<file path="src/rtl/universal_reg.sv">
// Universal shift/count register: hold, load, shift, rotate, count up/down, all on falling CLK_BAR.
// One falling edge per operation; no handshake, EN=0 stalls the register.
module universal_reg #(
  parameter int               WIDTH   = 8,
  parameter logic [WIDTH-1:0] RST_VAL = '0
) (
  input  logic             CLK_BAR,
  input  logic             CLR,
  input  logic             PRE,
  input  logic             EN,
  input  logic [2:0]       MODE,
  input  logic [WIDTH-1:0] D,
  input  logic             SER_L,
  input  logic             SER_R,
  output logic [WIDTH-1:0] Q,
  output logic [WIDTH-1:0] QBAR,
  output logic             SO_R,
  output logic             SO_L,
  output logic             TC,
  output logic             OVF
);

  localparam logic [WIDTH-1:0] ONES = '1;
  localparam logic [WIDTH-1:0] ONE  = WIDTH'(1);

  logic [WIDTH-1:0] next_q;
  logic             wrap;

  always_comb begin
    next_q = Q;
    case (MODE)
      3'b000: next_q = Q;
      3'b001: next_q = D;
      3'b010: next_q = {SER_L, Q[WIDTH-1:1]};
      3'b011: next_q = {Q[WIDTH-2:0], SER_R};
      3'b100: next_q = {Q[0], Q[WIDTH-1:1]};
      3'b101: next_q = {Q[WIDTH-2:0], Q[WIDTH-1]};
      3'b110: next_q = Q + ONE;
      3'b111: next_q = Q - ONE;
      default: next_q = Q;
    endcase
  end

  // TC looks only at MODE and Q so it can flag the coming wrap even while stalled.
  always_comb begin
    TC = 1'b0;
    if (MODE == 3'b110 && Q == ONES)
      TC = 1'b1;
    else if (MODE == 3'b111 && Q == '0)
      TC = 1'b1;
  end

  assign wrap = EN && (MODE[2:1] == 2'b11) && TC;

  always_ff @(negedge CLK_BAR) begin
    if (CLR) begin
      Q   <= RST_VAL;
      OVF <= 1'b0;
    end else if (PRE) begin
      Q   <= ONES;
      OVF <= 1'b0;
    end else if (!EN) begin
      Q   <= Q;
      OVF <= 1'b0;
    end else begin
      Q   <= next_q;
      OVF <= wrap;
    end
  end

  assign QBAR = ~Q;
  assign SO_R = Q[0];
  assign SO_L = Q[WIDTH-1];

endmodule

</file>
<file path="config.mk">
export PLATFORM = sky130hd
export DESIGN_NAME = universal_reg
export DESIGN_NICKNAME = d
export VERILOG_FILES = /design/src/rtl/universal_reg.sv
export SDC_FILE = /design/constraint.sdc
export NUM_CORES = 1
export LEC_CHECK = 0
export BUFFER_PORTS_ARGS = -buffer_cell sky130_fd_sc_hd__clkbuf_2
export CAP_MARGIN = 0
export CORE_ASPECT_RATIO = 0.5
export CORE_MARGIN = 1
export CORE_UTILIZATION = 39
export CTS_CLUSTER_DIAMETER = 50
export DETAILED_ROUTE_END_ITERATION = 10
export SYNTH_ARGS = -nofsm -noshare
export SYNTH_HDL_FRONTEND = slang
export SYNTH_SLANG_ARGS = --single-unit
</file>
<file path="constraint.sdc">
create_clock -name CLK_BAR -period 5.4 [get_ports CLK_BAR]
set_clock_uncertainty 0.2 [all_clocks]
set_input_delay 1.08 -clock CLK_BAR [delete_from_list [all_inputs] [get_ports CLK_BAR]]
set_output_delay 1.08 -clock CLK_BAR [all_outputs]
set_load 0.02 [all_outputs]
</file>
==> results by group <==
Power
  – Switching power: approximately 0.14 mW
  – Pleak: around 0.75 nW
  – P_int: just under 0.2 mW
  – VDD IR-drop max: between 80 and 90 uV
  – Clk network pwr share: 33.0%
  – Sequential power share: about a quarter
  – Cell Pwr Density: slightly above 200 nW/um^2
  – Sw Share: 42.1%
  – Logic pwr share: 42.2%

Run status
  – Status: complete, no violations

Finish
  – Nets@finish: between 200 and 250
  – Post-layout util: between 60% and 70%
  – Area growth from synthesis to layout: 41.7%
  – N_diodes: 0
  – Share of layout cells above drive strength 1: 43.8%
  – Fin cells: 247
  – Post-Layout Inst Area: 1610 um^2

Yosys
  – Syn Inst Count: about 150
  – Sequential area share after synthesis: approximately 16%
  – Post-Synth XOR/XNOR Area: a little under 3%
  – Post-Syn Area: 1130 um^2
  – Syn avg cell area: 7.82 um^2
  – Post-synth EDFFs: 0
  – Synth Area in Adders: ~1.1%
  – Synthesized net count: between 150 and 200
  – Complex-gate fraction of the synthesized area: about 29%
  – Post-synthesis mux area share: 6.40%
  – Cell variety after synth: 50
  – Synth Area in Simple Gates: a little under a third
  – Async set-reset flop share out of synthesis: 0%
  – Largest family of logic cells by synthesized area: simple AND/OR/NAND/NOR gates
  – Yosys warnings: 0
  – Post-synthesis register bit count: 9
  – Prevailing post-synth register cell: dfxtp_1

Timing
  – Slew Limit Fails: 0
  – RSZ-0062 raised after global routing: yes
  – Slew of the pin with the lowest slew margin: 0.466 ns
  – Final Setup Violations: 0
  – Final Hold Viols: 0
  – Final Hold Slack: just under 0.4 ns
  – Slew Limit Headroom: between 60% and 70%

Global routing
  – Antenna violations before repair: 0
  – Grt total ovfl: 0
  – Number of global-route vias before repair: around 1200
  – Pin count of the biggest net entering global routing: 26
  – First-pass GRT wire length: 5790 um
  – GRT Total Usage: between 20% and 30%

Clocking
  – Htree depth: 1
  – CTS tree: yes
  – Clk sinks: 9
  – Clk root buf: clkbuf_8
  – Total CTS buffers: 3
  – Clock latency at the later pin of the worst-skew pair: slightly above 0.3 ns
  – Clock-pin slew on the worst setup and hold paths: 0.03 ns
  – Clk buf depth: 2

Placed design
  – Dpl cells: 229
  – IO buf count: 36
  – Placed inst area: ~1500 um^2
  – RePlAce Congestion: 0.916
  – DP HPWL: 2750 um

Worst setup path
  – Crit Path Class: reg2out
  – Crit path launch: Q[3]$_SDFFE_NP0P_
  – Worst path arrival time: 4.11 ns
  – CP Launch Type: flip-flop
  – Crit end category: primary output
  – Worst-path maximum fanout: 4
  – R2r worst-path depth: 9
  – WP data required: 4.12 ns
  – R2r startpoint: Q[1]$_SDFFE_NP0P_

Floorplanning
  – Die Wd: roughly 78 um
  – Rows: 13
  – Core area: between 2000 and 3000 um^2
  – Initial Utilization: roughly 42%
  – Die Height: between 40 and 50 um
  – Boundary Pins: 37
  – Die area: 3140 um^2

Detailed routing
  – WL final: between 3000 and 4000 um
  – Detailed-route DRC error count: 0
  – Initial DRC count: 94
  – Post-route ant nets: 0
  – Initial DRT Pass Iterations: 4
  – Vias: 1374
  – Wire per inst: ~15 um
  – Vias/cell: ~5.6

Job
  – Max-cap violation count: 0

Hold path
  – Min-delay src: Q[4]$_SDFFE_NP0P_
  – Hold Path Stages: 2
  – Hold crit path type: reg2reg
cells in the final DEF, fill, tap and decap left out, types with 2 or more instances in the layout:
| cell | count |
|---|---|
| clkbuf_2 | 35 |
| buf_4 | 29 |
| inv_1 | 20 |
| nor2_1 | 12 |
| a21oi_1 | 11 |
| o21ai_0 | 6 |
| dfxtp_1 | 5 |
| mux2i_1 | 5 |
| nand2_1 | 5 |
| a211oi_1 | 5 |
| dfxtp_2 | 4 |
| nor3_1 | 4 |
| o21ai_1 | 4 |
| nand4_1 | 4 |
| clkbuf_8 | 4 |
| a31oi_1 | 3 |
| nand3_1 | 3 |
| and2_1 | 3 |
| nor4_1 | 2 |
| a211oi_2 | 2 |
| nor2b_1 | 2 |
| nor4b_1 | 2 |
| a2111oi_2 | 2 |
| and2b_1 | 2 |
| and3b_1 | 2 |
| nor3b_1 | 2 |
| nand3b_1 | 2 |
| a211o_1 | 2 |
| xnor2_1 | 2 |
| a221oi_1 | 2 |
cell usage after synthesis, drive strengths merged (2+ instances only):
library cell,count,area [um^2]
mux2i,5,50.1
buf,13,103
a31oi,3,18.8
nand3b,2,15.0
nand2,6,25.0
nor4b,3,26.3
nor2,13,48.8
xnor2,2,17.5
inv,11,41.3
a21oi,12,63.8
nand3,5,42.5
nor3b,2,15.0
a211o,2,17.5
nor4,2,12.5
a211oi,7,62.6
and2b,2,15.0
a2111oi,2,30.0
and2,3,18.8
a221oi,3,32.5
nor2b,2,12.5
nor3,6,35.0
dfxtp,9,180
o21ai,10,50.1
and3b,2,17.5
nand4,4,25.0
sequential cells by signal (all words and copies together), names as in the netlist:
signal  cells
OVF         1
Q           8
critical path: stages, from the launching register on:
cell and delay (ns):
dfxtp_1 0.38, nand3_1 0.17, nor2_2 0.19, a31o_1 0.20
clkbuf_8 0.15
metal layers:
layer | up-vias | GRT usage [%] | wire [um]
li1 | 680 | - | -
met1 | 627 | 33.6 | 1700
met2 | 61 | 38.2 | 1470
met3 | 6 | 11.4 | 425
met4 | 0 | 8.33 | 26
met5 | - | 0 | 0
worst paths after layout:
path / to / slack (ns)
max reg2reg: Q[6]$_SDFFE_NP0P_ / 3.21
min reg2reg: Q[4]$_SDFFE_NP0P_ / 0.39
min: Q[4]$_SDFFE_NP0P_ / 0.39
max: TC / 0.006
power by group through the flow:
stage | Sequential (mW) | Clock (mW) | Combinational (mW)
6_report | 0.0828 | 0.110 | 0.141
5_1_grt | 0.0836 | 0.123 | 0.155
4_1_cts | 0.0813 | 0.113 | 0.140
3_5_place_dp | 0.0816 | 0.0114 | 0.138
3_3_place_gp | 0.0815 | 0.0114 | 0.137
2_1_floorplan | 0.0882 | 0.0114 | 0.0824
kinds of logic (layout without fill, tap and decap cells):
family / count (synthesis) / after routing
AO/OA/AOI/OAI: 45 / 45
XOR/XNOR: 3 / 3
adder cells (fa/ha/maj): 1 / 1
buffers and inverters: 24 / 89
flip-flops: 9 / 9
multiplexers: 6 / 6
AND/OR/NAND/NOR: 57 / 57
area by class of cell:
class	instances	area, um^2
fill	255	1060
multi-input combinational	112	832
timing repair buffer	66	427
sequential	9	185
tap	37	46.3
clock buffer	3	41.3
clock inverter	10	37.5
inverter	10	37.5
timing repair:
item / CTS / global route
pin swaps: 3 / 3
setup endpoints to repair: 1 / 1
setup buffers: 6 / 0
resized for setup: 5 / 3
hold buffers: 0 / 0
per-stage QoR:
| stage | total power [mW] | setup TNS (ns) | worst slack [ns] |
|---|---|---|---|
| 6_report | 0.334 | 0 | 0.00639 |
| 5_1_grt | 0.361 | -0.0893 | -0.0893 |
| 4_1_cts | 0.334 | 0 | 0.00109 |
| 3_5_place_dp | 0.231 | -0.168 | -0.103 |
| 3_3_place_gp | 0.230 | -0.0573 | -0.0432 |
| 2_1_floorplan | 0.182 | -0.0601 | -0.0601 |
Power figures use the tool's default switching activity.
